--- src/rtl/touch_sample_scheduler_if.sv ---
// Scheduler bus: ADC engine transaction handshake plus the averaged coordinate output.
// The master modport is the scheduler; slave is the engine/consumer side.
interface touch_sample_scheduler_if;
  localparam int unsigned DATA_W = 12;

  logic              start;
  logic              done;
  logic [DATA_W-1:0] x_raw;
  logic [DATA_W-1:0] y_raw;
  logic [DATA_W-1:0] x_coord;
  logic [DATA_W-1:0] y_coord;
  logic              valid;
  logic              ready;
  logic              pen_down;
  logic              timeout;

  modport master (
    output start, x_coord, y_coord, valid, pen_down, timeout,
    input  done, x_raw, y_raw, ready
  );

  modport slave (
    input  start, x_coord, y_coord, valid, pen_down, timeout,
    output done, x_raw, y_raw, ready
  );
endinterface

--- src/rtl/touch_sample_scheduler.sv ---
// Touch-panel sample scheduler: debounces pen-down, paces X/Y transactions,
// averages 2^AVG_LOG2 samples and presents them on a valid/ready handshake.
module touch_sample_scheduler #(
  parameter int unsigned SYSCLK_FRQ   = 50000000,
  parameter int unsigned SAMPLE_HZ    = 200,
  parameter int unsigned DEBOUNCE_CYC = 500000,
  parameter int unsigned AVG_LOG2     = 2,
  parameter int unsigned TIMEOUT_CYC  = 100000
) (
  input  logic                       clk,
  input  logic                       rst_n,
  input  logic                       pen_irq_n,
  touch_sample_scheduler_if.master   bus
);

  localparam int unsigned DATA_W   = 12;
  localparam int unsigned TICK_CNT = SYSCLK_FRQ / SAMPLE_HZ;
  localparam int unsigned N_AVG    = 1 << AVG_LOG2;
  localparam int unsigned ACC_W    = DATA_W + AVG_LOG2;
  localparam int unsigned SCNT_W   = AVG_LOG2 + 1;
  localparam int unsigned DEB_W    = (DEBOUNCE_CYC > 1) ? $clog2(DEBOUNCE_CYC) : 1;
  localparam int unsigned TICK_W   = (TICK_CNT > 1) ? $clog2(TICK_CNT) : 1;
  localparam int unsigned TO_W     = (TIMEOUT_CYC > 1) ? $clog2(TIMEOUT_CYC) : 1;

  typedef enum logic [2:0] {
    S_IDLE,
    S_DEBOUNCE,
    S_WAIT_TICK,
    S_CONVERT,
    S_PRESENT
  } state_t;

  state_t              state, state_next;
  logic                pen_m, pen_s;
  logic [DEB_W-1:0]    deb_cnt, deb_cnt_next;
  logic [TICK_W-1:0]   tick_cnt, tick_cnt_next;
  logic [TO_W-1:0]     to_cnt, to_cnt_next;
  logic [ACC_W-1:0]    acc_x, acc_x_next, acc_y, acc_y_next;
  logic [ACC_W-1:0]    sum_x, sum_y;
  logic [SCNT_W-1:0]   smp_cnt, smp_cnt_next, smp_inc;
  logic                lifted, lifted_next, lifted_now;
  logic                start_next, valid_next, pen_down_next, timeout_next;
  logic [DATA_W-1:0]   x_coord_next, y_coord_next;

  // Two-flop synchroniser; reset to "pen up" so reset never looks like a touch.
  always_ff @(posedge clk or negedge rst_n) begin
    if (!rst_n) begin
      pen_m <= 1'b1;
      pen_s <= 1'b1;
    end else begin
      pen_m <= pen_irq_n;
      pen_s <= pen_m;
    end
  end

  always_ff @(posedge clk or negedge rst_n) begin
    if (!rst_n) begin
      state        <= S_IDLE;
      deb_cnt      <= '0;
      tick_cnt     <= '0;
      to_cnt       <= '0;
      acc_x        <= '0;
      acc_y        <= '0;
      smp_cnt      <= '0;
      lifted       <= 1'b0;
      bus.start    <= 1'b0;
      bus.valid    <= 1'b0;
      bus.pen_down <= 1'b0;
      bus.timeout  <= 1'b0;
      bus.x_coord  <= '0;
      bus.y_coord  <= '0;
    end else begin
      state        <= state_next;
      deb_cnt      <= deb_cnt_next;
      tick_cnt     <= tick_cnt_next;
      to_cnt       <= to_cnt_next;
      acc_x        <= acc_x_next;
      acc_y        <= acc_y_next;
      smp_cnt      <= smp_cnt_next;
      lifted       <= lifted_next;
      bus.start    <= start_next;
      bus.valid    <= valid_next;
      bus.pen_down <= pen_down_next;
      bus.timeout  <= timeout_next;
      bus.x_coord  <= x_coord_next;
      bus.y_coord  <= y_coord_next;
    end
  end

  // Next-state and next-output logic.
  always_comb begin
    state_next    = state;
    deb_cnt_next  = deb_cnt;
    tick_cnt_next = tick_cnt;
    to_cnt_next   = to_cnt;
    acc_x_next    = acc_x;
    acc_y_next    = acc_y;
    smp_cnt_next  = smp_cnt;
    lifted_next   = lifted;
    lifted_now    = lifted;
    start_next    = 1'b0;
    valid_next    = bus.valid;
    timeout_next  = bus.timeout;
    x_coord_next  = bus.x_coord;
    y_coord_next  = bus.y_coord;
    sum_x         = acc_x + ACC_W'(bus.x_raw);
    sum_y         = acc_y + ACC_W'(bus.y_raw);
    smp_inc       = smp_cnt + SCNT_W'(1);

    unique case (state)
      S_IDLE: begin
        if (!pen_s) begin
          state_next   = S_DEBOUNCE;
          deb_cnt_next = '0;
        end
      end

      S_DEBOUNCE: begin
        if (pen_s) begin
          state_next = S_IDLE;
        end else if (deb_cnt == DEB_W'(DEBOUNCE_CYC - 1)) begin
          state_next    = S_WAIT_TICK;
          tick_cnt_next = '0;
          acc_x_next    = '0;
          acc_y_next    = '0;
          smp_cnt_next  = '0;
        end else begin
          deb_cnt_next = deb_cnt + DEB_W'(1);
        end
      end

      S_WAIT_TICK: begin
        if (pen_s) begin
          state_next   = S_IDLE;
          acc_x_next   = '0;
          acc_y_next   = '0;
          smp_cnt_next = '0;
        end else if (tick_cnt == TICK_W'(TICK_CNT - 1)) begin
          state_next  = S_CONVERT;
          start_next  = 1'b1;
          to_cnt_next = '0;
          lifted_next = 1'b0;
        end else begin
          tick_cnt_next = tick_cnt + TICK_W'(1);
        end
      end

      // A lift is remembered and acted on when the engine completes.
      S_CONVERT: begin
        lifted_now  = lifted | pen_s;
        lifted_next = lifted_now;
        if (bus.done) begin
          if (lifted_now) begin
            state_next   = S_IDLE;
            acc_x_next   = '0;
            acc_y_next   = '0;
            smp_cnt_next = '0;
          end else if (smp_inc == SCNT_W'(N_AVG)) begin
            state_next   = S_PRESENT;
            acc_x_next   = sum_x;
            acc_y_next   = sum_y;
            smp_cnt_next = smp_inc;
            valid_next   = 1'b1;
            x_coord_next = DATA_W'(sum_x >> AVG_LOG2);
            y_coord_next = DATA_W'(sum_y >> AVG_LOG2);
          end else begin
            state_next    = S_WAIT_TICK;
            acc_x_next    = sum_x;
            acc_y_next    = sum_y;
            smp_cnt_next  = smp_inc;
            tick_cnt_next = '0;
          end
        end else if (to_cnt == TO_W'(TIMEOUT_CYC - 1)) begin
          state_next   = S_IDLE;
          timeout_next = 1'b1;
          acc_x_next   = '0;
          acc_y_next   = '0;
          smp_cnt_next = '0;
        end else begin
          to_cnt_next = to_cnt + TO_W'(1);
        end
      end

      S_PRESENT: begin
        if (bus.ready) begin
          valid_next    = 1'b0;
          timeout_next  = 1'b0;
          acc_x_next    = '0;
          acc_y_next    = '0;
          smp_cnt_next  = '0;
          tick_cnt_next = '0;
          state_next    = pen_s ? S_IDLE : S_WAIT_TICK;
        end
      end

      default: state_next = S_IDLE;
    endcase

    pen_down_next = (state_next == S_WAIT_TICK) || (state_next == S_CONVERT) ||
                    (state_next == S_PRESENT);
  end

endmodule
--- src/flat_wrapper.sv ---
// flat-port wrapper written by rule: the top's interface ports become plain ports
module touch_sample_scheduler_flat 
#(
  parameter int unsigned SYSCLK_FRQ   = 50000000,
  parameter int unsigned SAMPLE_HZ    = 200,
  parameter int unsigned DEBOUNCE_CYC = 500000,
  parameter int unsigned AVG_LOG2     = 2,
  parameter int unsigned TIMEOUT_CYC  = 100000
)
  (clk, rst_n, pen_irq_n, bus_start, bus_x_coord, bus_y_coord, bus_valid, bus_pen_down, bus_timeout, bus_done, bus_x_raw, bus_y_raw, bus_ready);
  touch_sample_scheduler_if bus_i ();
  input  logic clk;
  input  logic rst_n;
  input  logic pen_irq_n;
  output wire logic [$bits(bus_i.start)-1:0] bus_start;
  output wire logic [$bits(bus_i.x_coord)-1:0] bus_x_coord;
  output wire logic [$bits(bus_i.y_coord)-1:0] bus_y_coord;
  output wire logic [$bits(bus_i.valid)-1:0] bus_valid;
  output wire logic [$bits(bus_i.pen_down)-1:0] bus_pen_down;
  output wire logic [$bits(bus_i.timeout)-1:0] bus_timeout;
  input wire logic [$bits(bus_i.done)-1:0] bus_done;
  input wire logic [$bits(bus_i.x_raw)-1:0] bus_x_raw;
  input wire logic [$bits(bus_i.y_raw)-1:0] bus_y_raw;
  input wire logic [$bits(bus_i.ready)-1:0] bus_ready;
  assign bus_start = bus_i.start;
  assign bus_x_coord = bus_i.x_coord;
  assign bus_y_coord = bus_i.y_coord;
  assign bus_valid = bus_i.valid;
  assign bus_pen_down = bus_i.pen_down;
  assign bus_timeout = bus_i.timeout;
  assign bus_i.done = bus_done;
  assign bus_i.x_raw = bus_x_raw;
  assign bus_i.y_raw = bus_y_raw;
  assign bus_i.ready = bus_ready;
  touch_sample_scheduler #(.SYSCLK_FRQ(SYSCLK_FRQ), .SAMPLE_HZ(SAMPLE_HZ), .DEBOUNCE_CYC(DEBOUNCE_CYC), .AVG_LOG2(AVG_LOG2), .TIMEOUT_CYC(TIMEOUT_CYC)) u_core (.clk(clk), .rst_n(rst_n), .pen_irq_n(pen_irq_n), .bus(bus_i));
endmodule
--- config.mk ---
export PLATFORM = sky130hd
export DESIGN_NAME = touch_sample_scheduler_flat
export DESIGN_NICKNAME = d
export VERILOG_FILES = /design/src/rtl/touch_sample_scheduler_if.sv /design/src/rtl/touch_sample_scheduler.sv /design/src/flat_wrapper.sv
export SDC_FILE = /design/constraint.sdc
export NUM_CORES = 1
export LEC_CHECK = 0
export ABC_CLOCK_PERIOD_IN_PS = 7100
export CORE_MARGIN = 4
export CORE_UTILIZATION = 40
export CTS_CLUSTER_DIAMETER = 40
export CTS_CLUSTER_SIZE = 40
export DETAILED_ROUTE_END_ITERATION = 10
export SETUP_SLACK_MARGIN = 0.05
export SLEW_MARGIN = 40
export SYNTH_ARGS = -nofsm -noshare
export SYNTH_HDL_FRONTEND = slang
export SYNTH_SLANG_ARGS = --single-unit
--- constraint.sdc ---
create_clock -name clk -period 7.1 [get_ports clk]
set_clock_uncertainty 0.2 [all_clocks]
set_input_delay 1.065 -clock clk [delete_from_list [all_inputs] [get_ports clk]]
set_output_delay 1.065 -clock clk [all_outputs]
set_load 0.01 [all_outputs]
==> impl_metrics.json, run 1 <==
{
  "drt-total-wl_um": 15400,
  "yosysTopAreaCellShare_pct": 44.0,
  "pre_cts_slack_ps": 2870,
  "diodes": 0,
  "path_clk_slew_ps": 60,
  "yosysMostFrequentCell": "dfrtp_1",
  "synthesis.nets": 727,
  "grt_use_met3_pct": 3.71,
  "yosys-top-cells-count": "dfrtp_1, nor2_1, nand2_1, xnor2_1, a21oi_1",
  "reg2regPathDepth": 8,
  "cp.required_ps": 7210,
  "die_x_um": 137,
  "layout-drive-gt1-share_pct": 10.2,
  "ys_seq_elements": 119,
  "fmax_ghz": 0.263,
  "postSynth.asyncResetShare_pct": 100,
  "status": "completed",
  "yosysTopAreaCell": "dfrtp_1",
  "grt_pass1_vias": 5318,
  "whs_path_depth": 0,
  "synth_cell_type_count": 67,
  "drt_first_iter_violations": 337,
  "viasPerCell": 5.57,
  "cts_root_buffer": "clkbuf_16",
  "rows": 46,
  "setup_viol": 0,
  "num_vias": 5296,
  "worst-path-max-fanout": 18,
  "synth-main-ff-cell": "dfrtp_1",
  "grt_usage_pct": 17.5,
  "drt_first_pass_iters": 5,
  "p_per_area_nw_per_um2": 212,
  "final.min_clock_period_ps": 3800,
  "grt_max_degree": 77,
  "clock-sinks": 119,
  "syn_area_um2": 6660,
  "h-tree-depth": 4,
  "nets": 781,
  "worstPathCellList": "clkdlybuf4s50_1 -> or4b_1 -> a211oi_2 -> nand4_2 -> a21oi_2 -> nor2_1 -> a31o_2",
  "multiInputGateArea_um2": 3540,
  "clock_latency_ps": 420,
  "synth_edf_count": 0,
  "synth_area_leaders": "dfrtp_1, ha_1, xnor2_1",
  "synth.avg_cell_area_um2": 9.98,
  "cts_hold_buffers": 0,
  "end_kind": "flip-flop",
  "cp-start-kind": "input pin",
  "synth_cells": 667,
  "antenna_found_initial": 0,
  "ctsLongestPathBuffers": 2,
  "maxSlewViolCount": 0,
  "start_util_pct": 41.3,
  "fin_cells": 950,
  "synthToLayoutAreaGrowth_pct": 20.9,
  "die_h_um": 137,
  "met2_usage_pct": 28.3,
  "dp_hpwl_um": 10600,
  "cp.arrival_ps": 3910,
  "grt_overflow": 0,
  "cts_setup_buffers": 0,
  "dp_cells": 918,
  "rsz0062_at_grt": "false",
  "slowest_delay_ps": 790,
  "tns_ps": 0,
  "globalplace.congestion": 0.850,
  "final-seq-area_um2": 2980,
  "grt_pass1_wl_um": 26100,
  "hold_viol_final": 0,
  "dieArea_um2": 18800,
  "fillers": 1494,
  "drc": 0,
  "worst_ir_drop_vdd_mv": 0.162,
  "io_buffers": 56,
  "cap_violations": 0,
  "cts_resized": 0,
  "path_class": "in2reg",
  "synth_warnings": 0,
  "wl_per_cell_um": 16.2,
  "cts_buffers": 17,
  "relSlewSlack_pct": 47.3,
  "core_area_um2": 16100,
  "post-route-period-util_pct": 53.5,
  "hold_path.class": "reg2reg",
  "hold_ws_ps": 164,
  "met1_usage_pct": 23.3,
  "ios": 57,
  "worst_slack_ps": 3300,
  "tightest_slew_ps": 790,
  "ys_seq_area_share_pct": 44.8,
  "cts_tree": "built",
  "critPathSlowestCell": "a21oi_2",
  "busiest_layer": "met2",
  "p_leak_nw": 3.45,
  "ant_nets": 0
}
## metrics by stage
step,util [%],instance area (um2),total power (W)
6_report,49.9,8050,0.00171
3_3_place_gp,46.0,7410,0.000818
4_1_cts,49.9,8040,0.00173
2_1_floorplan,-,6660,0.000773
3_5_place_dp,46.0,7420,0.000822
5_1_grt,49.9,8050,0.00177
## critical path, delay by kind of cell
| kind | cells | cell delay (ps) |
|---|---|---|
| AND/OR/NAND/NOR | 3 | 1020 |
| buffers and inverters | 1 | 500 |
| AO/OA/AOI/OAI | 3 | 1320 |
## state kept, by name, summed over array words and instances (netlist names)
register	cells
u_core.tick_cnt	18
u_core.pen_s	1
u_core.acc_y	14
u_core.bus.y_coord	12
u_core.deb_cnt	19
u_core.pen_m	1
u_core.acc_x	14
u_core.bus.timeout	1
u_core.lifted	1
u_core.bus.pen_down	1
u_core.bus.start	1
u_core.bus.x_coord	12
u_core.smp_cnt	3
u_core.bus.valid	1
u_core.to_cnt	17
u_core.state	3
## layout make-up
type	count	area share [%]
Multi-Input combinational cell	511	44.0
Inverter	12	0.560
Tap cell	216	3.36
Sequential cell	119	37.0
Clock inverter	8	1.48
Timing Repair Buffer	60	7.35
Clock buffer	24	6.23
## kinds of logic after synthesis
| family | synth area share (%) |
|---|---|
| AOI/OAI and AO/OA | 18.5 |
| xor gates and xnor gates | 7.76 |
| adders and majority gates | 6.05 |
| buffers and inverters | 2.29 |
| DFF | 44.8 |
| muxes | 3.20 |
| and+or+nand+nor | 17.4 |
## placed cells by master (no fill, tap or decap), types with 11 or more instances in the layout
cell	instances
nand4_1	19
o21ai_0	35
nand2_1	47
a211oi_1	17
a21oi_1	36
dfrtp_1	117
a22o_1	23
nand3_1	20
xor2_1	19
clkdlybuf4s50_1	55
xnor2_1	40
nor3_1	17
nor2_1	64
mux2_2	18
clkbuf_16	17
ha_1	29
a21o_1	11
inv_1	12
## layer usage
metal | vias to the layer above | wire length (um)
li1 | 2563 | -
met1 | 2595 | 7300
met2 | 120 | 7270
met3 | 18 | 619
met4 | 0 | 222
met5 | - | 0
## worst paths after layout
path | startpoint | end | slack, ps
min in group asynchronous | rst_n | u_core.acc_x[5]$_DFFE_PN0P_ | 460
min | u_core.pen_m$_DFF_PN1_ | u_core.pen_s$_DFF_PN1_ | 160
max in group asynchronous | rst_n | u_core.bus.timeout$_DFFE_PN0P_ | 5150
min reg2reg | u_core.pen_m$_DFF_PN1_ | u_core.pen_s$_DFF_PN1_ | 160
max reg2reg | u_core.smp_cnt[0]$_DFFE_PN0P_ | u_core.tick_cnt[10]$_DFFE_PN0P_ | 3520
max | bus_done | u_core.tick_cnt[10]$_DFFE_PN0P_ | 3300
## where the power goes
part	switching, W	internal [W]	leakage (nW)	total, W
clock network	0.000303	0.000596	0.310	0.000900
registers	0.0000104	0.000689	1.59	0.000700
logic	0.0000607	0.0000486	1.55	0.000109
Power figures use the tool's default switching activity.
==> run 2: changes to the inputs <==
--- a/config.mk
+++ b/config.mk
@@ -5,7 +5,7 @@
 export SDC_FILE = /design/constraint.sdc
 export NUM_CORES = 1
 export LEC_CHECK = 0
-export ABC_CLOCK_PERIOD_IN_PS = 7100
+export ABC_CLOCK_PERIOD_IN_PS = 3300
 export CORE_MARGIN = 4
 export CORE_UTILIZATION = 40
 export CTS_CLUSTER_DIAMETER = 40
==> constraint.sdc (replaced) <==
create_clock -name clk -period 3.3 [get_ports clk]
set_clock_uncertainty 0.2 [all_clocks]
set_input_delay 0.495 -clock clk [delete_from_list [all_inputs] [get_ports clk]]
set_output_delay 0.495 -clock clk [all_outputs]
set_load 0.01 [all_outputs]
==> run 2 against run 1 <==
Compared with the run above:
- global-route usage grew 0.20 points
- highest routed layer unchanged
- register-to-register slack lost 3300 ps
- die area is the same
- the flow now finishes with violations (hold timing)
- worst setup slack lost 3100 ps
==> impl_metrics.json, run 2 (synthesis results as in run 1) <==
{
  "r2r-end": "u_core.tick_cnt[8]$_DFFE_PN0P_",
  "end_kind": "flip-flop",
  "die_h_um": 137,
  "dieArea_um2": 18800,
  "worst_slack_ps": 224,
  "hold_viol_final": 45,
  "p_leak_nw": 3.51,
  "cts_setup_buffers": 0,
  "slowest_delay_ps": 580,
  "path_class": "reg2reg",
  "cts_tree": "built",
  "diodes": 0,
  "met1Wirelength_um": 7290,
  "grt_overflow": 0,
  "cp-start-kind": "flip-flop",
  "grt_max_degree": 120,
  "viasPerCell": 5.52,
  "antenna_found_initial": 0,
  "p_total_w": 0.00370,
  "status": "finished, violations left",
  "drt_first_iter_violations": 384,
  "cap_violations": 0,
  "rsz0062_at_grt": "false",
  "regToRegSetupSlack_ps": 220,
  "fillers": 1477,
  "hold_path.class": "in2async",
  "setup_viol": 0,
  "h-tree-depth": 4,
  "cts_hold_buffers": 0,
  "top_layer": "met4",
  "final.min_clock_period_ps": 3080,
  "ant_nets": 0,
  "fmax_ghz": 0.325,
  "worstPathBufferInverterCount": 2,
  "largest_reg_flops": 19,
  "p_per_area_nw_per_um2": 453,
  "dp_hpwl_um": 10600,
  "reg2regPathDepth": 10,
  "layout_common_cells": "dfrtp_1, nor2_1, clkdlybuf4s50_1",
  "largest_register": "u_core.deb_cnt",
  "cp.required_ps": 3410,
  "ctsLongestPathBuffers": 2,
  "met3_length_um": 627,
  "path_clk_slew_ps": 60,
  "critPathSlowestCell": "or4b_1",
  "cts_resized": 0,
  "layout-drive-gt1-share_pct": 12.0,
  "grt_pass1_wl_um": 26500,
  "post-route-period-util_pct": 93.2,
  "hold_ws_ps": -99.1,
  "die_x_um": 137,
  "wl_per_cell_um": 16.1,
  "worstPathCellList": "ha_1 -> ha_1 -> or4b_1 -> a211oi_2 -> nand4_2 -> buf_4 -> buf_4 -> a211oi_1 -> xnor2_1 -> nor2_1",
  "top_regs": "u_core.deb_cnt x19, u_core.tick_cnt x18, u_core.to_cnt x17",
  "grt_pass1_vias": 5398,
  "wl_met2_um": 7250,
  "violations": "hold timing",
  "rows": 46,
  "nets": 794,
  "worst-path-max-fanout": 7,
  "drt_first_pass_iters": 5,
  "grt_usage_pct": 17.7,
  "pre_cts_slack_ps": -11.0,
  "num_vias": 5317,
  "drt-total-wl_um": 15500,
  "final_common_cell": "dfrtp_1",
  "tightest_slew_ps": 819,
  "globalplace.congestion": 0.877,
  "synthToLayoutAreaGrowth_pct": 22.8,
  "drc": 0,
  "path_delay_family": "simple AND/OR/NAND/NOR gates",
  "r2r-start": "u_core.smp_cnt[0]$_DFFE_PN0P_",
  "clock_latency_ps": 420,
  "start_util_pct": 41.3,
  "worst_ir_drop_vdd_mv": 0.363,
  "io_buffers": 56,
  "cts_root_buffer": "clkbuf_16",
  "relSlewSlack_pct": 45.3,
  "clock-sinks": 119,
  "ios": 57,
  "maxSlewViolCount": 0,
  "core_area_um2": 16100,
  "cp.arrival_ps": 3180,
  "cts_buffers": 17
}
==> run 2: layout make-up <==
| class | instances | area (um2) | share of cell area, % |
|---|---|---|---|
| multi-input combinational | 511 | 3550 | 43.4 |
| sequential | 119 | 2980 | 36.5 |
| timing repair buffer | 73 | 698 | 8.54 |
| clock buffer | 20 | 457 | 5.59 |
| tap | 216 | 270 | 3.31 |
| clock inverter | 12 | 175 | 2.14 |
| inverter | 12 | 45.0 | 0.551 |
==> run 2: worst max-delay path by stage <==
stage / startpoint / to / slack [ps] / depth (start not counted)
floorplan: u_core.smp_cnt[0]$_DFFE_PN0P_ / u_core.tick_cnt[15]$_DFFE_PN0P_ / 450 / 8
global placement: bus_y_raw[0] / u_core.bus.y_coord[10]$_DFFE_PN0P_ / 40 / 9
detailed placement: bus_y_raw[0] / u_core.bus.y_coord[10]$_DFFE_PN0P_ / -10 / 9
CTS: u_core.smp_cnt[0]$_DFFE_PN0P_ / u_core.tick_cnt[13]$_DFFE_PN0P_ / 200 / 9
global route: u_core.smp_cnt[0]$_DFFE_PN0P_ / u_core.tick_cnt[5]$_DFFE_PN0P_ / 70 / 10
finish: u_core.smp_cnt[0]$_DFFE_PN0P_ / u_core.tick_cnt[8]$_DFFE_PN0P_ / 220 / 10
==> run 2: layer usage <==
metal  vias up  GRT usage, %
li1       2594             -
met1      2564          23.6
met2       133          28.1
met3        26          3.71
met4         0          7.10
met5         -             0
==> run 2: power breakdown <==
part           switching, W  internal (W)  total (W)
clock              0.000661       0.00130    0.00196
combinational      0.000132      0.000106   0.000238
sequential        0.0000223       0.00148    0.00151
total              0.000815       0.00289    0.00370
==> run 2: through the flow <==
stage / area, um2 / hold slack (ps) / std cells / setup TNS [ps] / util (%)
2_1_floorplan: 6660 / -0.591 / 667 / 0 / -
3_3_place_gp: 7520 / 149 / 931 / 0 / 46.7
3_5_place_dp: 7530 / 152 / 931 / -11.0 / 46.7
4_1_cts: 8160 / 2.18 / 963 / 0 / 50.6
5_1_grt: 8170 / 42.5 / 963 / 0 / 50.7
6_report: 8170 / -99.1 / 963 / 0 / 50.7
==> variant (config.mk and constraints of run 1) <==
`SYSCLK_FRQ` is set to 50000000 in 2 places; all go to 100000000.
--- a/src/rtl/touch_sample_scheduler.sv
+++ b/src/rtl/touch_sample_scheduler.sv
@@ -1,7 +1,7 @@
 // Touch-panel sample scheduler: debounces pen-down, paces X/Y transactions,
 // averages 2^AVG_LOG2 samples and presents them on a valid/ready handshake.
 module touch_sample_scheduler #(
-  parameter int unsigned SYSCLK_FRQ   = 50000000,
+  parameter int unsigned SYSCLK_FRQ   = 100000000,
   parameter int unsigned SAMPLE_HZ    = 200,
   parameter int unsigned DEBOUNCE_CYC = 500000,
   parameter int unsigned AVG_LOG2     = 2,
--- a/src/flat_wrapper.sv
+++ b/src/flat_wrapper.sv
@@ -1,7 +1,7 @@
 // flat-port wrapper written by rule: the top's interface ports become plain ports
 module touch_sample_scheduler_flat 
 #(
-  parameter int unsigned SYSCLK_FRQ   = 50000000,
+  parameter int unsigned SYSCLK_FRQ   = 100000000,
   parameter int unsigned SAMPLE_HZ    = 200,
   parameter int unsigned DEBOUNCE_CYC = 500000,
   parameter int unsigned AVG_LOG2     = 2,
Behaviour: same outputs for any inputs over 4 cycles, from zero or initial values and one cycle with rst_n low; that may be too few to reach the edited logic, so the function may still have changed.
==> variant against run 1 <==
Synthesized area rose by 2.0%; total power rose by 2.5%; design area rose by 1.5%; sequential share of layout area fell by 0.25 points; routed wire length rose by 3.6%; worst setup slack improved by 0.37 ns; count of clock-buffer cells in the layout fell by 1; utilization fell by 0.67 points; sequential cell count rose by 1; cell count rose by 1.6%; global-route usage fell by 0.30 points; via count rose by 3.1%; critical endpoint is now u_core.to_cnt[4].
==> variant: results (changes against run 1) <==
| Metric | Value |
|---|---|
| Largest regs | `u_core.deb_cnt: 19 flops, u_core.tick_cnt: 19 flops, u_core.to_cnt: 17 flops` |
| Data arrival time of the critical path | `3.56 ns (-0.35 ns)` |
| Mean post-synth cell area | `10.0 um^2 (+0.62%)` |
| Wire length on met1 | `7530 um (+3.2%)` |
| Status | `completed` |
| Fillers | `1529 (+2.3%)` |
| Final Wtd Congestion | `0.843 (-0.78%)` |
| Placed cell areas | `7550 um^2 (+1.7%)` |
| Comb power | `131 uW (+20%)` |
| Unique masters post-synth | `70 (+4.5%)` |
| Final std cells w/o fill | `965 (+1.6%)` |
| Syn Nets | `736 (+1.2%)` |
| DP HPWL | `11100 um (+4.8%)` |
| Global Route met2 Usage | `27.9% (-0.35 points)` |
| Post-Place Setup Slack | `3.15 ns (+0.275 ns)` |
| Post-synthesis xor/xnor area fraction | `4.52% (-3.2 points)` |
| Slowest-stage cell, CP | `or3_1` |
| WL final | `16000 um (+3.6%)` |
| Top cells by area, synth | `dfrtp_1 44%, ha_1 5.3%, nand2_1 3.8%` |
| Top delay family on crit path | `simple AND/OR/NAND/NOR gates` |
| Max Fclk | `291 MHz (+11%)` |
| Post-synthesis adder-cell area fraction | `5.94% (-0.12 points)` |
| Placed Cells incl. Taps | `933 (+1.6%)` |
| GR met1 Demand/Resource | `22.9% (-0.38 points)` |
| Routed via count | `5461 (+3.1%)` |
| Multiplexer share of the synthesized area | `4.29% (+1.1 points)` |
| WL met2 | `7620 um (+4.8%)` |
| Setup crit end | `u_core.to_cnt[4]` |
| Synth Area in Compound Gates | `15.5% (-3.0 points)` |
| Flop-to-flop setup slack | `3.76 ns (+0.24 ns)` |
| Slew @ Worst Pin | `0.707 ns (-0.0828 ns)` |
| Largest net degree at the start of global routing | `55 (-29%)` |
| Overall routing resource usage | `17.2% (-0.30 points)` |
| Worst reg2reg startpoint | `u_core.deb_cnt[10]` |
| Starting DRT DRC Count | `502 (+49%)` |
| Max rail drop VDD | `0.000177 V (+8.9%)` |
| Clk pwr share | `50.2% (-2.4 points)` |
| Leak | `3.51 nW (+1.7%)` |
| Cell Pwr Density | `214 nW/um^2 (+0.92%)` |
| Layout cells sized above 1 | `11.5% (+1.3 points)` |
| GR Layer Usage met3 | `4.32% (+0.60 points)` |
| Met3 routed WL | `633 um (+2.3%)` |
| Area Growth Syn to Fin | `20.4%` |
| R2r endpoint | `u_core.to_cnt[12]` |
## variant: cell types whose count changed in the layout (fill, tap and decap cells not counted), moves of 7 or more
cell / before / now
nand2b_1: 3 / 12
nor3_1: 17 / 10
o311ai_0: 0 / 9
mux2i_1: 1 / 10
xnor2_1: 40 / 19
nor2_1: 64 / 45
o31ai_1: 4 / 12
or4_1: 1 / 19
a211oi_1: 17 / 1
nand2_1: 47 / 68
## variant: area by class of cell
class                   count  area share (%)
clock buffers              23            5.85
clock inverters             8            1.47
inverters                  15           0.689
multi-input cells         512            43.8
flip-flops and latches    120            36.8
well taps                 220            3.37
repair buffers             67            8.01
## variant: worst min path at each step
stage	start	end	slack (ns)	cells past startpoint
CTS	u_core.pen_m	u_core.pen_s	0.16	0
global route	u_core.pen_m	u_core.pen_s	0.17	0
global placement	u_core.pen_m	u_core.pen_s	0.15	0
floorplan	u_core.pen_m	u_core.pen_s	0.15	0
detailed placement	u_core.pen_m	u_core.pen_s	0.15	0
finish	u_core.pen_m	u_core.pen_s	0.16	0
